**src/rtl/video_timing_pkg.sv**
```systemverilog
`default_nettype none
// ============================================================================
// Module      : video_timing_pkg
// Description : Mode encoding, per-mode timing record and the constant
//               timing table shared by the video timing generator.
// Revision    : 1.0 - initial release
// ============================================================================
package video_timing_pkg;

  localparam int TIM_HW = 12;  // width of horizontal timing fields
  localparam int TIM_VW = 11;  // width of vertical timing fields

  typedef enum logic [1:0] {
    MODE_480P    = 2'd0,
    MODE_720P    = 2'd1,
    MODE_1080P   = 2'd2,
    MODE_INVALID = 2'd3
  } mode_e;

  // Active / front porch / sync / back porch for both axes plus polarity.
  typedef struct packed {
    logic [TIM_HW-1:0] h_act;
    logic [TIM_HW-1:0] h_fp;
    logic [TIM_HW-1:0] h_sync;
    logic [TIM_HW-1:0] h_bp;
    logic [TIM_VW-1:0] v_act;
    logic [TIM_VW-1:0] v_fp;
    logic [TIM_VW-1:0] v_sync;
    logic [TIM_VW-1:0] v_bp;
    logic              sync_pos;  // 1: sync pulses high, 0: sync pulses low
  } timing_t;

  localparam timing_t TIMING_480P = '{
    h_act: 12'd640,  h_fp: 12'd16,  h_sync: 12'd96, h_bp: 12'd48,
    v_act: 11'd480,  v_fp: 11'd10,  v_sync: 11'd2,  v_bp: 11'd33,
    sync_pos: 1'b0
  };

  localparam timing_t TIMING_720P = '{
    h_act: 12'd1280, h_fp: 12'd110, h_sync: 12'd40, h_bp: 12'd220,
    v_act: 11'd720,  v_fp: 11'd5,   v_sync: 11'd5,  v_bp: 11'd20,
    sync_pos: 1'b1
  };

  localparam timing_t TIMING_1080P = '{
    h_act: 12'd1920, h_fp: 12'd88,  h_sync: 12'd44, h_bp: 12'd148,
    v_act: 11'd1080, v_fp: 11'd4,   v_sync: 11'd5,  v_bp: 11'd36,
    sync_pos: 1'b1
  };

  // Indexed by mode value; entry 0 is 480p.
  localparam timing_t [2:0] TIMING_TABLE = {TIMING_1080P, TIMING_720P, TIMING_480P};

  function automatic logic [TIM_HW-1:0] h_total(input timing_t t);
    return t.h_act + t.h_fp + t.h_sync + t.h_bp;
  endfunction

  function automatic logic [TIM_VW-1:0] v_total(input timing_t t);
    return t.v_act + t.v_fp + t.v_sync + t.v_bp;
  endfunction

endpackage
`default_nettype wire

```
**src/rtl/video_mode_rom.sv**
```systemverilog
`default_nettype none
// ============================================================================
// Module      : video_mode_rom
// Description : Combinational lookup from mode code to timing record.
// Revision    : 1.0 - initial release
// ============================================================================
module video_mode_rom
  import video_timing_pkg::*;
(
  input  logic [1:0] mode_i,
  output timing_t    timing_o
);

  // The invalid code never reaches the running mode; map it to 720p anyway
  // so the lookup is total.
  always_comb begin
    timing_o = TIMING_TABLE[1];
    case (mode_i)
      MODE_480P:  timing_o = TIMING_TABLE[0];
      MODE_720P:  timing_o = TIMING_TABLE[1];
      MODE_1080P: timing_o = TIMING_TABLE[2];
      default:    timing_o = TIMING_TABLE[1];
    endcase
  end

endmodule
`default_nettype wire

```
**src/rtl/video_timing_gen.sv**
```systemverilog
`default_nettype none
// ============================================================================
// Module      : video_timing_gen
// Description : Raster counter and sync/active/new-frame decoder for
//               480p/720p/1080p with mode switching aligned to frame wrap.
// Revision    : 1.0 - initial release
// ============================================================================
module video_timing_gen
  import video_timing_pkg::*;
#(
  parameter int H_WIDTH      = 12,
  parameter int V_WIDTH      = 11,
  parameter int FC_MAX       = 59,
  parameter int DEFAULT_MODE = 1
) (
  input  logic               clk_pixel_in,
  input  logic               rst_n_in,
  input  logic [1:0]         mode_in,
  input  logic               mode_req_in,
  output logic               mode_ack_out,
  output logic               mode_err_out,
  output logic [1:0]         mode_out,
  output logic [H_WIDTH-1:0] hcount_out,
  output logic [V_WIDTH-1:0] vcount_out,
  output logic               hs_out,
  output logic               vs_out,
  output logic               ad_out,
  output logic               nf_out,
  output logic [5:0]         fc_out
);

  localparam mode_e RESET_MODE = mode_e'(2'(DEFAULT_MODE));

  logic [H_WIDTH-1:0] hcount_q, hcount_d;
  logic [V_WIDTH-1:0] vcount_q, vcount_d;
  logic [5:0]         fc_q, fc_d;
  mode_e              mode_q, mode_d;
  mode_e              pend_mode_q, pend_mode_d;
  logic               pend_valid_q, pend_valid_d;
  logic               ack_q, ack_d;
  logic               err_q, err_d;

  timing_t            w_tim;
  logic [H_WIDTH-1:0] w_h_act, w_hs_start, w_hs_stop, w_h_last;
  logic [V_WIDTH-1:0] w_v_act, w_vs_start, w_vs_stop, w_v_last;
  logic               w_h_wrap, w_frame_wrap, w_nf;
  logic               w_hs_act, w_vs_act;
  logic               w_req_ok, w_req_bad;

  // Timing of the mode currently being generated.
  video_mode_rom u_mode_rom (
    .mode_i   (mode_q),
    .timing_o (w_tim)
  );

  // Region boundaries, all relative to the start of the active area.
  assign w_h_act    = H_WIDTH'(w_tim.h_act);
  assign w_hs_start = H_WIDTH'(w_tim.h_act + w_tim.h_fp);
  assign w_hs_stop  = H_WIDTH'(w_tim.h_act + w_tim.h_fp + w_tim.h_sync);
  assign w_h_last   = H_WIDTH'(h_total(w_tim) - TIM_HW'(1));
  assign w_v_act    = V_WIDTH'(w_tim.v_act);
  assign w_vs_start = V_WIDTH'(w_tim.v_act + w_tim.v_fp);
  assign w_vs_stop  = V_WIDTH'(w_tim.v_act + w_tim.v_fp + w_tim.v_sync);
  assign w_v_last   = V_WIDTH'(v_total(w_tim) - TIM_VW'(1));

  assign w_h_wrap     = (hcount_q == w_h_last);
  assign w_frame_wrap = w_h_wrap && (vcount_q == w_v_last);
  assign w_nf         = (hcount_q == w_h_act) && (vcount_q == w_v_act);
  assign w_hs_act     = (hcount_q >= w_hs_start) && (hcount_q < w_hs_stop);
  assign w_vs_act     = (vcount_q >= w_vs_start) && (vcount_q < w_vs_stop);
  assign w_req_ok     = mode_req_in && (mode_in != MODE_INVALID);
  assign w_req_bad    = mode_req_in && (mode_in == MODE_INVALID);

  // Next-state: raster advance, frame counter, and mode request handling.
  always_comb begin
    hcount_d     = hcount_q + H_WIDTH'(1);
    vcount_d     = vcount_q;
    fc_d         = fc_q;
    mode_d       = mode_q;
    pend_mode_d  = pend_mode_q;
    pend_valid_d = pend_valid_q;
    ack_d        = 1'b0;
    err_d        = w_req_bad;

    if (w_h_wrap) begin
      hcount_d = '0;
      vcount_d = w_frame_wrap ? '0 : vcount_q + V_WIDTH'(1);
    end

    if (w_nf) begin
      fc_d = (fc_q == 6'(FC_MAX)) ? '0 : fc_q + 6'd1;
    end

    // A request arriving on the wrap cycle itself is newer than anything
    // pending, so it takes priority and is applied at this same wrap.
    if (w_frame_wrap) begin
      if (w_req_ok) begin
        mode_d       = mode_e'(mode_in);
        pend_valid_d = 1'b0;
        ack_d        = 1'b1;
      end else if (pend_valid_q) begin
        mode_d       = pend_mode_q;
        pend_valid_d = 1'b0;
        ack_d        = 1'b1;
      end
    end else if (w_req_ok) begin
      pend_mode_d  = mode_e'(mode_in);
      pend_valid_d = 1'b1;
    end
  end

  // State register; reset discards counters, pending request and pulses.
  always_ff @(posedge clk_pixel_in or negedge rst_n_in) begin
    if (!rst_n_in) begin
      hcount_q     <= '0;
      vcount_q     <= '0;
      fc_q         <= '0;
      mode_q       <= RESET_MODE;
      pend_mode_q  <= RESET_MODE;
      pend_valid_q <= 1'b0;
      ack_q        <= 1'b0;
      err_q        <= 1'b0;
    end else begin
      hcount_q     <= hcount_d;
      vcount_q     <= vcount_d;
      fc_q         <= fc_d;
      mode_q       <= mode_d;
      pend_mode_q  <= pend_mode_d;
      pend_valid_q <= pend_valid_d;
      ack_q        <= ack_d;
      err_q        <= err_d;
    end
  end

  assign hcount_out   = hcount_q;
  assign vcount_out   = vcount_q;
  assign fc_out       = fc_q;
  assign mode_out     = mode_q;
  assign mode_ack_out = ack_q;
  assign mode_err_out = err_q;
  assign nf_out       = w_nf;
  assign ad_out       = (hcount_q < w_h_act) && (vcount_q < w_v_act);
  assign hs_out       = w_tim.sync_pos ? w_hs_act : ~w_hs_act;
  assign vs_out       = w_tim.sync_pos ? w_vs_act : ~w_vs_act;

endmodule
`default_nettype wire

```
**config.mk**
```make
export PLATFORM = sky130hd
export DESIGN_NAME = video_timing_gen
export DESIGN_NICKNAME = d
export VERILOG_FILES = /design/src/rtl/video_timing_pkg.sv /design/src/rtl/video_mode_rom.sv /design/src/rtl/video_timing_gen.sv
export SDC_FILE = /design/constraint.sdc
export NUM_CORES = 1
export LEC_CHECK = 0
export CORE_MARGIN = 5
export CORE_UTILIZATION = 42
export CTS_CLUSTER_DIAMETER = 120
export CTS_CLUSTER_SIZE = 24
export DETAILED_ROUTE_END_ITERATION = 8
export HOLD_SLACK_MARGIN = 0.12
export PLACE_DENSITY = 0.73
export REMOVE_ABC_BUFFERS = 1
export SLEW_MARGIN = 40
export SYNTH_ARGS = -nofsm -noshare
export SYNTH_HDL_FRONTEND = slang
export SYNTH_SLANG_ARGS = --single-unit
```
**constraint.sdc**
```tcl
create_clock -name clk_pixel_in -period 3 [get_ports clk_pixel_in]
set_clock_uncertainty 0.15 [all_clocks]
set_input_delay 0.6 -clock clk_pixel_in [delete_from_list [all_inputs] [get_ports clk_pixel_in]]
set_output_delay 0.6 -clock clk_pixel_in [all_outputs]
set_load 0.01 [all_outputs]
```
Word level (Yosys, flattened, before mapping)

Index checks and enable logic that the tools add are counted.

Register bits: 36
Input bits: 5
Output and inout bits: 37
Logic and storage cells: 61

$add $sub $neg: 11
Order comparisons: 6
Equal/unequal tests: 8
Muxes and demuxes: 13
Bitwise gates (word level): 3
Reductions and logical operators: 12

Operators by type and width:

| operator              | number |
|---|---|
| $pmux 92 s2           | 1 |
| $add 12x12->12        | 3 |
| $add 11x11->11        | 3 |
| $eq 12x12->1          | 2 |
| $lt 12x12->1          | 2 |
| $eq 11x11->1          | 2 |
| $lt 11x11->1          | 2 |
| $add 12x1->12 const B | 1 |
| $ge 12x12->1          | 1 |
| $mux 12               | 1 |
| $sub 12x1->12 const B | 1 |
| $add 11x1->11 const B | 1 |
| $ge 11x11->1          | 1 |
| $mux 11               | 1 |
| $sub 11x1->11 const B | 1 |
| $logic_and 1x1->1     | 7 |
| $mux 1                | 7 |
| $add 6x1->6 const B   | 1 |
| $eq 6x6->1 const B    | 1 |
| $mux 6                | 1 |
| $eq 2x2->1 const B    | 2 |
| $mux 2                | 2 |
| $reduce_and 2->1      | 2 |
| $reduce_bool 2->1     | 2 |
| other kinds (3)       | 5 |

Depth between registers and ports, before layout

Depth in word-level cells: 10
Depth in mapped cells: 12
Depth with buffers taken out: 9

Cells and area by module

Synthesis repeated with hierarchy kept, for this count alone.

Cell total of the unflattened synthesis: 920
Area total of the unflattened synthesis: 7383.3 um^2

Modules (own cells, without submodules):

| module           | times used | cells an instance | area an instance (um^2) | seq. area each (um^2) |
|---|---|---|---|---|
| video_timing_gen | 1          | 825               | 6692.7                  | 903.4 |
| video_mode_rom   | 1          | 95                | 690.7                   | 0.0 |

Worst setup path after synthesis

OpenSTA, ideal clock, no wires.

Kind: register -> register
Start: register mode_q[0], in the netlist mode_out[0]
End: register vcount_q[9], in the netlist vcount_out[9]
Setup time: 0.064 ns
Data arrival time: 3.114 ns
Required time: 2.786 ns
Path slack: -0.329 ns
Stages on the path, launching flop included: 13
Clock period less this slack: 3.329 ns
Path through: dfstp_2 buf_4 or2_2 buf_4 inv_1 ha_1 nor4bb_1 nand2_1 or4b_4 buf_6 or4_1 a21oi_1 a21o_1

Cells in the longest elaborated chain, start to end: 9

Ends and longest elaborated chain:

| item                                                                 | line                                           | text |
|---|---|---|
| start: declaration                                                   | video_timing_gen.sv:37                         | `mode_e mode_q, mode_d;` |
| start signal: assignment                                             | video_timing_gen.sv:127                        | `mode_q <= mode_d;` |
| $eq 2x2->1 / $logic_not 2->1 (equally long branches)                 | video_mode_rom.sv:18                           | `case (mode_i)` |
| $pmux 92 s2 *                                                        | video_mode_rom.sv:18                           |  |
| $add 12x12->12 / $add 11x11->11 (equally long branches) (3 in a row) | video_timing_pkg.sv:55, video_timing_pkg.sv:59 |  |
| $sub 12x1->12 / $sub 11x1->11 (equally long branches)                | video_timing_gen.sv:60, video_timing_gen.sv:64 |  |
| $eq 12x12->1 / $eq 11x11->1 (equally long branches)                  | video_timing_gen.sv:66, video_timing_gen.sv:67 |  |
| $logic_and 1x1->1                                                    | video_timing_gen.sv:67                         | `assign w_frame_wrap = w_h_wrap && (vcount_q == w_v_last);` |
| $mux 11                                                              | video_timing_gen.sv:87                         | `vcount_d = w_frame_wrap ? '0 : vcount_q + V_WIDTH'(1);` |
| end signal: assignment                                               | video_timing_gen.sv:125                        | `vcount_q <= vcount_d;` |
| end: declaration                                                     | video_timing_gen.sv:35                         | `logic [V_WIDTH-1:0] vcount_q, vcount_d;` |

Every way passes the cells marked *; elsewhere a longest branch is shown, timed or not.
A chain may end at the register's enable or synchronous reset.

Worst setup path after layout

Start: register mode_q[0], in the netlist mode_out[0]
End: output port hs_out

Cells in the longest elaborated chain, start to end: 8

Ends and longest elaborated chain:

| item                                                 | line                                           | text |
|---|---|---|
| $eq 2x2->1 / $logic_not 2->1 (equally long branches) | video_mode_rom.sv:18                           |  |
| $pmux 92 s2 *                                        | video_mode_rom.sv:18                           |  |
| $add 12x12->12                                       | video_timing_gen.sv:58, video_timing_gen.sv:59 |  |
| $add 12x12->12                                       | video_timing_gen.sv:59                         | `assign w_hs_stop = H_WIDTH'(w_tim.h_act + w_tim.h_fp + w_tim.h_sync);` |
| $lt 12x12->1                                         | video_timing_gen.sv:69                         | `assign w_hs_act = (hcount_q >= w_hs_start) && (hcount_q < w_hs_stop);` |
| $logic_and 1x1->1                                    | video_timing_gen.sv:69                         |  |
| $not 1->1                                            | video_timing_gen.sv:143                        | `assign hs_out = w_tim.sync_pos ? w_hs_act : ~w_hs_act;` |
| $mux 1 *                                             | video_timing_gen.sv:143                        |  |
| end: declaration                                     | video_timing_gen.sv:25                         | `output logic hs_out,` |

Marked as above.

==> summary.txt <==
Timing
  – Setup TNS: -982.7 ps
  – Slew at the pin with the worst max-slew slack: 503.1 ps
  – Final Max Tran Viols: 0
  – Setup ws final: -241.4 ps
  – Max Fclk: 308.5 MHz
  – RSZ-0062 raised after global routing: true
  – # setup viols final: 6
  – WHS: 366.5 ps
  – Final critical-path required period: 3241 ps
  – Slew headroom: 0.6620
  – Final hold vios: 0
  – Crit share post-route: 1.080

Critical path
  – Crit-path cells: buf_6 -> ha_4 -> a21o_1 -> buf_6 -> o31ai_4 -> o2111ai_2 -> o211ai_1 -> xnor2_1 -> buf_2
  – CP Capture Point: hs_out
  – R2R Setup Slk: -90 ps
  – Slowest CP cell: dfstp_2
  – Type of origin of the critical path: register
  – Setup Crit Path Kind: register to primary output
  – Worst Setup SP: mode_out[0]
  – WP buf/inv: 3
  – CP Data Required Time: 2250 ps
  – Crit end category: primary output
  – Worst EP arrival: 2490 ps
  – Crit path max-delay family: compound AO/OA/AOI/OAI gates
  – Levels on crit path: 9
  – Top cell by count, worst path: buf_6
  – R2R cell count: 11
  – Worst stage delay on the critical path: 560 ps
  – Worst R2R Start: mode_out[0]
  – Crit-path max FO: 8
  – Reg-to-Reg End: vcount_out[9]

Synthesis
  – Count leader, synth: ha_1
  – Flops & latches, synth: 36
  – Synth Area in XOR/XNOR: 0.04451
  – Synth Area in Simple Gates: 0.2425
  – Largest family of logic cells by synthesized area: simple AND/OR/NAND/NOR gates
  – Top cells by area, synth: dfrtp_1, ha_1, o21ai_0
  – Cell area after synthesis: 2952 µm²
  – YS warnings: 0
  – Synth Instances: 339
  – Seq/Total Area, Yosys: 0.3061
  – EDFF count, synth: 0
  – Top-area cell type share of the netlist area: 0.2883
  – Syn avg cell area: 8.707 µm²
  – Asr flop ratio synth: 1.000
  – Post-synthesis compound-gate area fraction: 0.1645
  – Primary FF master, synth: dfrtp_1
  – Cell variety after synth: 52
  – Multiplexer area fraction after synthesis: 0.003391
  – Largest area contributor in the netlist: dfrtp_1
  – Most frequent cells after synthesis: ha_1, dfrtp_1, nor2_1
  – Post-Synth Adder-Cell Area: 0.1992

Routing
  – Met1 Routed Length: 4.062 mm
  – Vias per cell: 5.558
  – Final wirelength: 9.566 mm
  – DR WL met2: 4.771 mm
  – Violation count after the first detailed-route iteration: 151
  – Post-DRT Antenna Nets: 0
  – Via count: 3046
  – Drt drc: 0
  – WL per Instance: 17.46 µm
  – DRT Pass-1 Iters: 4
  – Top sig layer: met4
  – Met3 routed WL: 415 µm

Power
  – Clock Power Share: 0.344
  – Sw frac: 0.2991
  – Sequential power share: 0.451
  – Cell area power density: 246.4 nW/µm²
  – Leak pwr: 1.990 nW
  – Combinational share of power: 0.205
  – Int Power: 0.0007689 W
  – P_sw: 0.0003282 W
  – Worst vdd ir: 0.1980 mV

Run status
  – Failing checks: setup timing
  – Status: finished, violations left

CTS
  – TritonCTS clock tree: yes
  – Worst-skew pair later-pin latency: 300 ps
  – CTS Sinks: 36
  – CTS Buf Count: 5
  – Root buffer cell: clkbuf_8
  – H-tree depth: 2
  – Hold_buf cts: 0
  – Clock slew at reported path FFs: 90 ps
  – CTS max path bufs: 2

Global route
  – Vias in the first global route: 3048
  – First-pass GRT wire length: 14.73 mm
  – Largest net degree at the start of global routing: 37
  – Initial antenna violation count: 0
  – Gr ovfl total: 0
  – Gr usage total: 0.2122

Floorplanning
  – Core box area: 6832 µm²
  – Die width: 93.83 µm
  – Starting Density: 0.4321
  – Core Rows: 30
  – IO Pins: 42
  – Die ar.: 8804 µm²
  – Die height: 93.83 µm

Place
  – DPL Wire Length: 6.564 mm
  – PortBufs: 41
  – Pre-CTS setup slack: -417.8 ps
  – GP Congestion: 0.9394

Finish
  – Layout cells sized above 1: 0.3097
  – Fin nets: 503
  – Util after Layout: 0.6518
  – Synth-to-layout area growth: 50.87%
  – # fillers: 564
  – N_diodes: 0

Flow run
  – Max_cap viols: 0

Worst hold path
  – Hold Crit Class: register to register
## placed cells by master, fill, tap and decap left out, types with 3 or more instances in the layout
master,n
nand2_1,29
nor2b_1,6
o21ai_0,17
and3_1,3
clkbuf_8,5
ha_4,12
nand2b_1,5
buf_6,10
inv_1,10
a21oi_1,20
ha_1,35
o21ai_1,7
o31ai_4,3
xor2_1,6
a21oi_2,4
xnor2_1,9
nand3_1,17
dfrtp_1,34
nor3_1,4
o31ai_1,4
nor2_1,28
a21o_1,4
buf_2,3
clkdlybuf4s50_1,37
nand4_1,9
nor4_1,3
buf_4,65
nand3b_1,3
## flip-flops by register name, summed over array words and instances, names as in the netlist
| signal | count |
|---|---|
| mode_ack_out | 1 |
| pend_mode_q | 2 |
| mode_out | 2 |
| mode_err_out | 1 |
| vcount_out | 11 |
| hcount_out | 12 |
| fc_out | 6 |
| pend_valid_q | 1 |
## worst min path at each step
stage | from | endpoint | slack (ps) | cells past startpoint
finish | pend_mode_q[1] | pend_mode_q[1] | 370 | 1
detailed placement | pend_mode_q[1] | pend_mode_q[1] | 330 | 1
global placement | pend_mode_q[1] | pend_mode_q[1] | 310 | 1
CTS | pend_mode_q[1] | pend_mode_q[1] | 350 | 1
floorplan | rst_n_in | fc_out[0] | 150 | 0
global route | pend_mode_q[1] | pend_mode_q[1] | 370 | 1
## cells by family (layout without fill, tap and decap cells)
family                   after synthesis  after routing
adder cells (fa/ha/maj)               47             47
XOR/XNOR                              15             15
AND/OR/NAND/NOR                      134            134
AO/OA/AOI/OAI                         79             79
flip-flops                            36             36
other                                  2              2
buffers and inverters                 25            138
multiplexers                           1              1
## repair_timing
action,4_1_cts,5_1_grt
gates resized for setup,63,26
setup buffers,11,3
pin swaps,25,16
setup endpoints to repair,7,31
## power groups by stage
stage / clock (W) / sequential, W / combinational, W
6_report: 0.000377 / 0.000495 / 0.000225
4_1_cts: 0.000382 / 0.000494 / 0.000210
3_5_place_dp: 0 / 0.000504 / 0.000179
5_1_grt: 0.000394 / 0.000495 / 0.000245
2_1_floorplan: 0 / 0.000509 / 0.0000847
3_3_place_gp: 0 / 0.000504 / 0.000175
## layer usage
metal / global-route usage / vias to the layer above
li1: - / 1457
met1: 0.2679 / 1474
met2: 0.3637 / 84
met3: 0.03205 / 31
met4: 0.07942 / 0
met5: 0 / -
## cell type report
cell class,instances,area [µm²],share of cell area
timing repair buffer,116,1006,0.2259
inverter,14,56.30,0.01264
tap,96,120.1,0.02697
multi-input combinational,278,2277,0.5114
sequential,36,903.4,0.2029
clock inverter,3,21.27,0.004777
clock buffer,5,68.82,0.01545
## stage by stage
| stage | cells | area [µm²] | power [W] |
|---|---|---|---|
| 2_1_floorplan | 328 | 2894 | 0.0005941 |
| 3_3_place_gp | 526 | 3882 | 0.0006788 |
| 3_5_place_dp | 526 | 3882 | 0.0006828 |
| 4_1_cts | 545 | 4295 | 0.001087 |
| 5_1_grt | 548 | 4453 | 0.001134 |
| 6_report | 548 | 4453 | 0.001097 |
Power figures use the tool's default switching activity.
